**config.mk**
```make
export PLATFORM = sky130hd
export DESIGN_NAME = pipe_stage_reg_flat
export DESIGN_NICKNAME = d
export VERILOG_FILES = /design/src/rtl/pipe_pkg.sv /design/src/rtl/pipe_stage_reg_if.sv /design/src/rtl/pipe_slot.sv /design/src/rtl/pipe_stage_reg.sv /design/src/flat_wrapper.sv
export SDC_FILE = /design/constraint.sdc
export NUM_CORES = 1
export LEC_CHECK = 0
export BUFFER_PORTS_ARGS = -buffer_cell sky130_fd_sc_hd__buf_2
export CAP_MARGIN = 20
export CORE_MARGIN = 2
export CORE_UTILIZATION = 43
export DETAILED_ROUTE_END_ITERATION = 10
export PLACE_DENSITY = 0.78
export SYNTH_ARGS = -nofsm -noshare
export SYNTH_HDL_FRONTEND = slang
export SYNTH_SLANG_ARGS = --single-unit
```
**constraint.sdc**
```tcl
create_clock -name clk -period 1.7 [get_ports clk]
set_clock_uncertainty 0.1 [all_clocks]
set_input_delay 0.17 -clock clk [delete_from_list [all_inputs] [get_ports clk]]
set_output_delay 0.17 -clock clk [all_outputs]
set_load 0.02 [all_outputs]
```
**src/rtl/pipe_pkg.sv**
```systemverilog
// Shared constants and types for the elastic pipeline stage register.
package pipe_pkg;

    localparam int          PC_W             = 32;
    localparam logic [31:0] RESET_PC_DEFAULT = 32'h0000_3000;
    localparam logic [31:0] NOP_WORD         = 32'h0000_0000;

    // Occupancy of one stage: 0, 1, or 2 when the skid entry is present
    typedef logic [1:0] occ_t;

endpackage

```
**src/rtl/pipe_stage_reg_if.sv**
```systemverilog
// Handshake bundle between a producer/consumer pair and one pipeline stage register.
interface pipe_stage_reg_if #(parameter int WIDTH = 32);
    import pipe_pkg::*;

    logic             flush;
    logic             in_valid;
    logic             in_ready;
    logic [WIDTH-1:0] in_data;
    logic             out_valid;
    logic             out_ready;
    logic [WIDTH-1:0] out_data;
    occ_t             count;

    modport master (
        output flush, in_valid, in_data, out_ready,
        input  in_ready, out_valid, out_data, count
    );

    modport slave (
        input  flush, in_valid, in_data, out_ready,
        output in_ready, out_valid, out_data, count
    );

endinterface

```
**src/rtl/pipe_slot.sv**
```systemverilog
// One valid+data register. A bubble keeps the PC field and zeroes the payload below it,
// and it takes priority over load, which in turn takes priority over clear.
module pipe_slot
    import pipe_pkg::*;
#(
    parameter int          WIDTH    = 32,
    parameter logic [31:0] RESET_PC = RESET_PC_DEFAULT
) (
    input  logic             clk,
    input  logic             rst,
    input  logic             load,
    input  logic             clear,
    input  logic             bubble,
    input  logic [WIDTH-1:0] d,
    output logic             valid,
    output logic [WIDTH-1:0] q
);

    function automatic logic [WIDTH-1:0] with_pc(input logic [PC_W-1:0] pc);
        logic [WIDTH-1:0] r;
        r = '0;
        r[WIDTH-1 -: PC_W] = pc;
        return r;
    endfunction

    always_ff @(posedge clk or posedge rst) begin
        if (rst) begin
            valid <= 1'b0;
            q     <= with_pc(RESET_PC);
        end else if (bubble) begin
            valid <= 1'b0;
            q     <= with_pc(q[WIDTH-1 -: PC_W]);
        end else if (load) begin
            valid <= 1'b1;
            q     <= d;
        end else if (clear) begin
            valid <= 1'b0;
        end
    end

endmodule

```
**src/rtl/pipe_stage_reg.sv**
```systemverilog
// Elastic pipeline stage register with valid/ready handshake, flush to bubble and
// an optional skid entry enabled by the PIPE_SKID_EN macro.
module pipe_stage_reg
    import pipe_pkg::*;
#(
    parameter int          WIDTH    = 32,
    parameter logic [31:0] RESET_PC = RESET_PC_DEFAULT
) (
    input  logic               clk,
    input  logic               rst,
    pipe_stage_reg_if.slave    bus
);

    logic             main_valid;
    logic [WIDTH-1:0] main_q;
    logic [WIDTH-1:0] main_d;
    logic             main_load;
    logic             main_clear;
    logic             accept;
    logic             pop;

    assign pop = main_valid && bus.out_ready;

`ifdef PIPE_SKID_EN
    logic             skid_valid;
    logic [WIDTH-1:0] skid_q;
    logic             skid_load;
    logic             skid_clear;

    // Ready comes straight from a register, so there is no out_ready -> in_ready path.
    assign bus.in_ready = !skid_valid;
    assign accept       = bus.in_valid && !skid_valid;

    // Main takes the oldest pending bundle: the skid entry if present, otherwise the input.
    always_comb begin
        main_load  = 1'b0;
        main_clear = 1'b0;
        main_d     = bus.in_data;
        skid_load  = 1'b0;
        skid_clear = 1'b0;
        main_load  = (!main_valid && accept) || (pop && (skid_valid || accept));
        main_d     = skid_valid ? skid_q : bus.in_data;
        main_clear = pop && !main_load;
        skid_load  = accept && main_valid && !pop;
        skid_clear = pop && skid_valid;
    end

    pipe_slot #(.WIDTH(WIDTH), .RESET_PC(32'h0000_0000)) u_skid (
        .clk    (clk),
        .rst    (rst),
        .load   (skid_load),
        .clear  (skid_clear),
        .bubble (bus.flush),
        .d      (bus.in_data),
        .valid  (skid_valid),
        .q      (skid_q)
    );

    assign bus.count = occ_t'({1'b0, main_valid}) + occ_t'({1'b0, skid_valid});
`else
    assign bus.in_ready = !main_valid || bus.out_ready;
    assign accept       = bus.in_valid && bus.in_ready;

    always_comb begin
        main_load  = 1'b0;
        main_clear = 1'b0;
        main_d     = bus.in_data;
        main_load  = accept;
        main_clear = pop && !accept;
    end

    assign bus.count = occ_t'({1'b0, main_valid});
`endif

    pipe_slot #(.WIDTH(WIDTH), .RESET_PC(RESET_PC)) u_main (
        .clk    (clk),
        .rst    (rst),
        .load   (main_load),
        .clear  (main_clear),
        .bubble (bus.flush),
        .d      (main_d),
        .valid  (main_valid),
        .q      (main_q)
    );

    assign bus.out_valid = main_valid;
    assign bus.out_data  = main_q;

endmodule

```
**src/flat_wrapper.sv**
```systemverilog
// flat-port wrapper written by rule: the top's interface ports become plain ports
module pipe_stage_reg_flat import pipe_pkg::*;
#(
    parameter int          WIDTH    = 32,
    parameter logic [31:0] RESET_PC = RESET_PC_DEFAULT
)
  (clk, rst, bus_flush, bus_in_valid, bus_in_data, bus_out_ready, bus_in_ready, bus_out_valid, bus_out_data, bus_count);
  pipe_stage_reg_if #(.WIDTH(WIDTH)) bus_i ();
  input  logic clk;
  input  logic rst;
  input wire logic [$bits(bus_i.flush)-1:0] bus_flush;
  input wire logic [$bits(bus_i.in_valid)-1:0] bus_in_valid;
  input wire logic [$bits(bus_i.in_data)-1:0] bus_in_data;
  input wire logic [$bits(bus_i.out_ready)-1:0] bus_out_ready;
  output wire logic [$bits(bus_i.in_ready)-1:0] bus_in_ready;
  output wire logic [$bits(bus_i.out_valid)-1:0] bus_out_valid;
  output wire logic [$bits(bus_i.out_data)-1:0] bus_out_data;
  output wire logic [$bits(bus_i.count)-1:0] bus_count;
  assign bus_i.flush = bus_flush;
  assign bus_i.in_valid = bus_in_valid;
  assign bus_i.in_data = bus_in_data;
  assign bus_i.out_ready = bus_out_ready;
  assign bus_in_ready = bus_i.in_ready;
  assign bus_out_valid = bus_i.out_valid;
  assign bus_out_data = bus_i.out_data;
  assign bus_count = bus_i.count;
  pipe_stage_reg #(.WIDTH(WIDTH), .RESET_PC(RESET_PC)) u_core (.clk(clk), .rst(rst), .bus(bus_i));
endmodule
```
; Yosys cells after proc, flatten, opt, wreduce, memory -nomap -nowiden
; Cells that the tools add are included.
[word_totals]
ff_bits = 33
input_bits = 37
out_inout_bits = 36
[classes]
mux = 3
bitwise_logic = 1
reduce_logical = 8
[op_table]
columns = op, count
row1 = $logic_and 1x1->1, 3
row2 = $mux 1, 3
row3 = $reduce_bool 3->1, 1
row4 = $logic_not 1->1, 2
row5 = $reduce_and 2->1, 1
row6 = $logic_or 1x1->1, 1
row7 = $not 1->1, 1

; Depth between registers and ports, before layout
[logic_depth]
ltp_word = 8
ltp_mapped = 4
mapped_depth_nobuf = 3

; Modules after synthesis
; Synthesis repeated with hierarchy kept, for this count alone.
[unflattened]
cells_unflattened = 81
hier_area_um2 = 1453.9
[modules_own_cells]
columns = module, instances, cells_each, area_per_inst_um2, seq_area_each_um2
row1 = pipe_slot, 1, 74, 1405.1, 828.3
row2 = pipe_stage_reg, 1, 7, 48.8, 0.0

; Worst setup path before layout
; No wires, ideal clock.
[synth_path]
kind = reg2reg
start = register u_core.u_main.valid
end = register u_core.u_main.q[0]
arrival_ns = 1.400
required_ns = 1.475
path_slack_ns = 0.075
path_stages_with_launch = 5
path_buffers = 1
period_less_slack_ns = 1.625
cell_sequence = dfrtp_1 > nor2b_4 > nor3b_4 > buf_6 > mux2_2
[synth_between]
elab_chain_cells = 4
[synth_rtl]
columns = item, line
row1 = "start, declared", pipe_slot.sv:15  ; output logic valid,
row2 = "start signal, assigned", pipe_slot.sv:28  ; valid <= 1'b0;
row3 = "start signal, assigned", pipe_slot.sv:31  ; valid <= 1'b0;
row4 = "start signal, assigned", pipe_slot.sv:34  ; valid <= 1'b1;
row5 = $logic_not 1->1, pipe_stage_reg.sv:61  ; assign bus.in_ready = !main_valid || bus.out_ready;
row6 = $logic_or 1x1->1, pipe_stage_reg.sv:61
row7 = $logic_and 1x1->1, pipe_stage_reg.sv:62  ; assign accept = bus.in_valid && bus.in_ready;
row8 = $reduce_and 2->1 (no source line), --
row9 = "end signal, assigned", pipe_slot.sv:29  ; q <= with_pc(RESET_PC);
row10 = "end signal, assigned", pipe_slot.sv:32  ; q <= with_pc(q[WIDTH-1 -: PC_W]);
row11 = "end, declared", pipe_slot.sv:16  ; output logic [WIDTH-1:0] q
; Every way passes these cells.
; A chain may end at the register's enable or synchronous reset.

; Worst setup path in the final report
[layout_path]
start = input port bus_flush
end = register u_core.u_main.q[0]
[layout_between]
elab_chain_cells = 2
[layout_rtl]
columns = item, line
row1 = "start, declared", flat_wrapper.sv:11  ; input wire logic [$bits(bus_i.flush)-1:0] bus_flush;
row2 = $not 1->1 (no source line), --
row3 = $reduce_and 2->1 (no source line), --
; Every way passes these cells.

==> results.py <==
metrics = {
    "worst_setup_path": {
        "r2r-end": "u_core.u_main.q[0]",
        "arrival_ns": 1.70,
        "worst_r2r_path_depth": 4,
        "path_class": "input pin to register",
        "rrSetupSlack_ns": 0.13,
        "required_ns": 1.81,
        "cp-startpoint": "bus_flush",
        "start_kind": "input pin",
        "r2r-start": "u_core.u_main.valid",
        "end_kind": "register",
        "path_max_fanout": 32,
    },
    "global_route": {
        "gr-total-overflow": 0,
        "grt_max_degree": 33,
        "grt_antenna_before_repair": 0,
        "grt_pass1_wl_mm": 5.06,
        "grt_pass1_vias": 1145,
        "track_usage": 0.204,
    },
    "yosys": {
        "synth_area_leaders": "dfrtp_1 60%, mux2_2 28%, dfstp_2 4.1%, buf_6 2.6%, nor3b_4 1.5%",
        "yosys.area.top_type_share": 0.602,
        "synth_top_cell_by_area": "dfrtp_1",
        "syn-cell-area_mm2": 0.00129,
        "ys_ff_latch": 33,
        "netlist_instances": 77,
        "ys_types": 10,
        "synthesis.nets": 114,
        "ys_seq_area_frac": 0.643,
        "synth.yosys.warnings": 0,
        "synth_area_per_cell_um2": 16.7,
    },
    "floorplan": {
        "die_area_mm2": 0.00345,
        "coreArea_mm2": 0.00281,
        "io_pins": 73,
        "die_y_um": 58.7,
        "initial_utilization": 0.459,
        "die_w_um": 58.7,
        "rows": 19,
    },
    "timing": {
        "drv_slew": 0,
        "finalHoldViolCount": 0,
        "worstMarginPinSlew_ns": 0.639,
        "fin_crit_sh": 0.935,
        "setup_ws_ns": 0.111,
        "finalSetupViolations": 0,
        "period_minus_slack_ns": 1.59,
        "relSlewSlack": 0.574,
        "grt_setup_unrepaired": "no",
        "max_freq_ghz": 0.629,
        "finalSetupTns_ns": 0,
    },
    "final_layout": {
        "nets": 224,
        "multiInputGateArea_um2": 404,
        "drive_above_1_share": 0.615,
        "regArea_um2": 828,
        "final_util": 0.741,
        "fillers": 200,
        "syn2layout_area_growth_pct": 61.4,
        "antenna_cells": 0,
        "final_cells": 218,
    },
    "routing": {
        "viasPerCell": 4.77,
        "first_pass_iters": 7,
        "drt-total-wl_mm": 3.22,
        "drc": 6,
        "dr.first_iter.drc_count": 18,
        "ant_nets": 0,
        "vias": 1039,
        "wl_per_cell_um": 14.8,
    },
    "clocking": {
        "clockBufferDepth": 2,
        "cts_num_sinks": 33,
        "cts_inserted_buffers": 5,
        "clk_pin_slew_ns": 0.10,
        "tritoncts": "yes",
        "cts-root-buf": "clkbuf_4",
        "htreeDepth": 2,
        "worstSkewPairLatency_ns": 0.32,
        "post_cts_resized": 0,
    },
    "power_and_ir_drop": {
        "p_leak_nw": 1.01,
        "power_mw": 2.04,
        "vdd.ir_drop.worst_v": 0.000679,
        "power_density_mw_per_mm2": 980,
    },
    "outcome": {
        "status": "finished with violations",
        "violations": "DRC",
    },
    "hold_path": {
        "hp-class": "input pin to async pin",
    },
    "placed_design": {
        "dp.cells": 176,
        "place_congestion": 0.684,
        "portBuffers": 71,
        "dp_hpwl_mm": 1.85,
        "post-place-ws_ns": 0.152,
    },
    "flow_run": {
        "drv_cap": 0,
    },
}
[final cells by class]
type / count / share of cell area
Sequential cell: 33 / 0.398
Timing Repair Buffer: 108 / 0.359
Inverter: 2 / 0.00361
Multi-Input combinational cell: 37 / 0.194
Clock buffer: 7 / 0.0265
Tap cell: 31 / 0.0187
[registers in the layout (all words and copies together), names as in the netlist]
| signal | cells |
|---|---|
| u_core.u_main.q | 32 |
| u_core.u_main.valid | 1 |
[worst max-delay path, cell delays in order]
cell           delay (ns)
dlygate4sd3_1        0.54
buf_2                0.15
nor3b_4              0.24
buf_12               0.23
mux2_2               0.36
[placed cells by master (no fill, tap or decap), types with 2 or more instances in the layout]
| master | instances |
|---|---|
| dlygate4sd3_1 | 35 |
| inv_1 | 2 |
| dfrtp_1 | 31 |
| clkbuf_4 | 5 |
| buf_2 | 71 |
| dfstp_2 | 2 |
| buf_12 | 2 |
| nor2_1 | 2 |
| mux2_2 | 32 |
[power by group]
part | switching [mW] | leakage [nW] | internal [mW]
Sequential | 0.0664 | 0.387 | 0.921
Combinational | 0.323 | 0.592 | 0.293
Clock | 0.240 | 0.0314 | 0.195
Total | 0.630 | 1.01 | 1.41
[synthesized netlist by cell type, drive strengths merged]
library cell	count
mux2	32
dfrtp	31
buf	5
dfstp	2
inv	2
nor2	2
conb	1
nor2b	1
nor3b	1
[cell families (layout without fill, tap and decap cells)]
group,Yosys count,after routing,synth area share
and+or+nand+nor,4,4,0.0311
other,1,1,0.00291
buffers and inverters,7,117,0.0437
muxes,32,32,0.280
DFF,33,33,0.643
[layer usage]
layer,global-route usage,routed length [µm],vias to the layer above
met5,0,0,-
li1,-,-,481
met3,0.0549,255,8
met4,0.0974,63,0
met1,0.204,1130,495
met2,0.383,1770,55
[worst max-delay path by stage]
stage,endpoint,slack (ns),cells past startpoint
floorplan,u_core.u_main.q[0],0.08,4
global placement,u_core.u_main.q[17],0.20,4
detailed placement,u_core.u_main.q[8],0.15,4
CTS,u_core.u_main.q[8],0.14,4
global route,u_core.u_main.q[0],0.06,4
finish,u_core.u_main.q[0],0.11,5
[metrics by stage]
| step | area, µm² | hold WS [ns] |
|---|---|---|
| final | 2080 | 0.366 |
| after global routing | 2080 | 0.408 |
| after CTS | 2080 | 0.372 |
| after detailed placement | 1670 | 0.178 |
| after global placement | 1670 | 0.165 |
| after floorplan | 1290 | 0.136 |
[timing repair]
item,4_1_cts,5_1_grt
hold endpoints to repair,46,0
buffers inserted,0,0
hold buffers,35,0
Note: power is estimated with default switching activity, not from simulation.
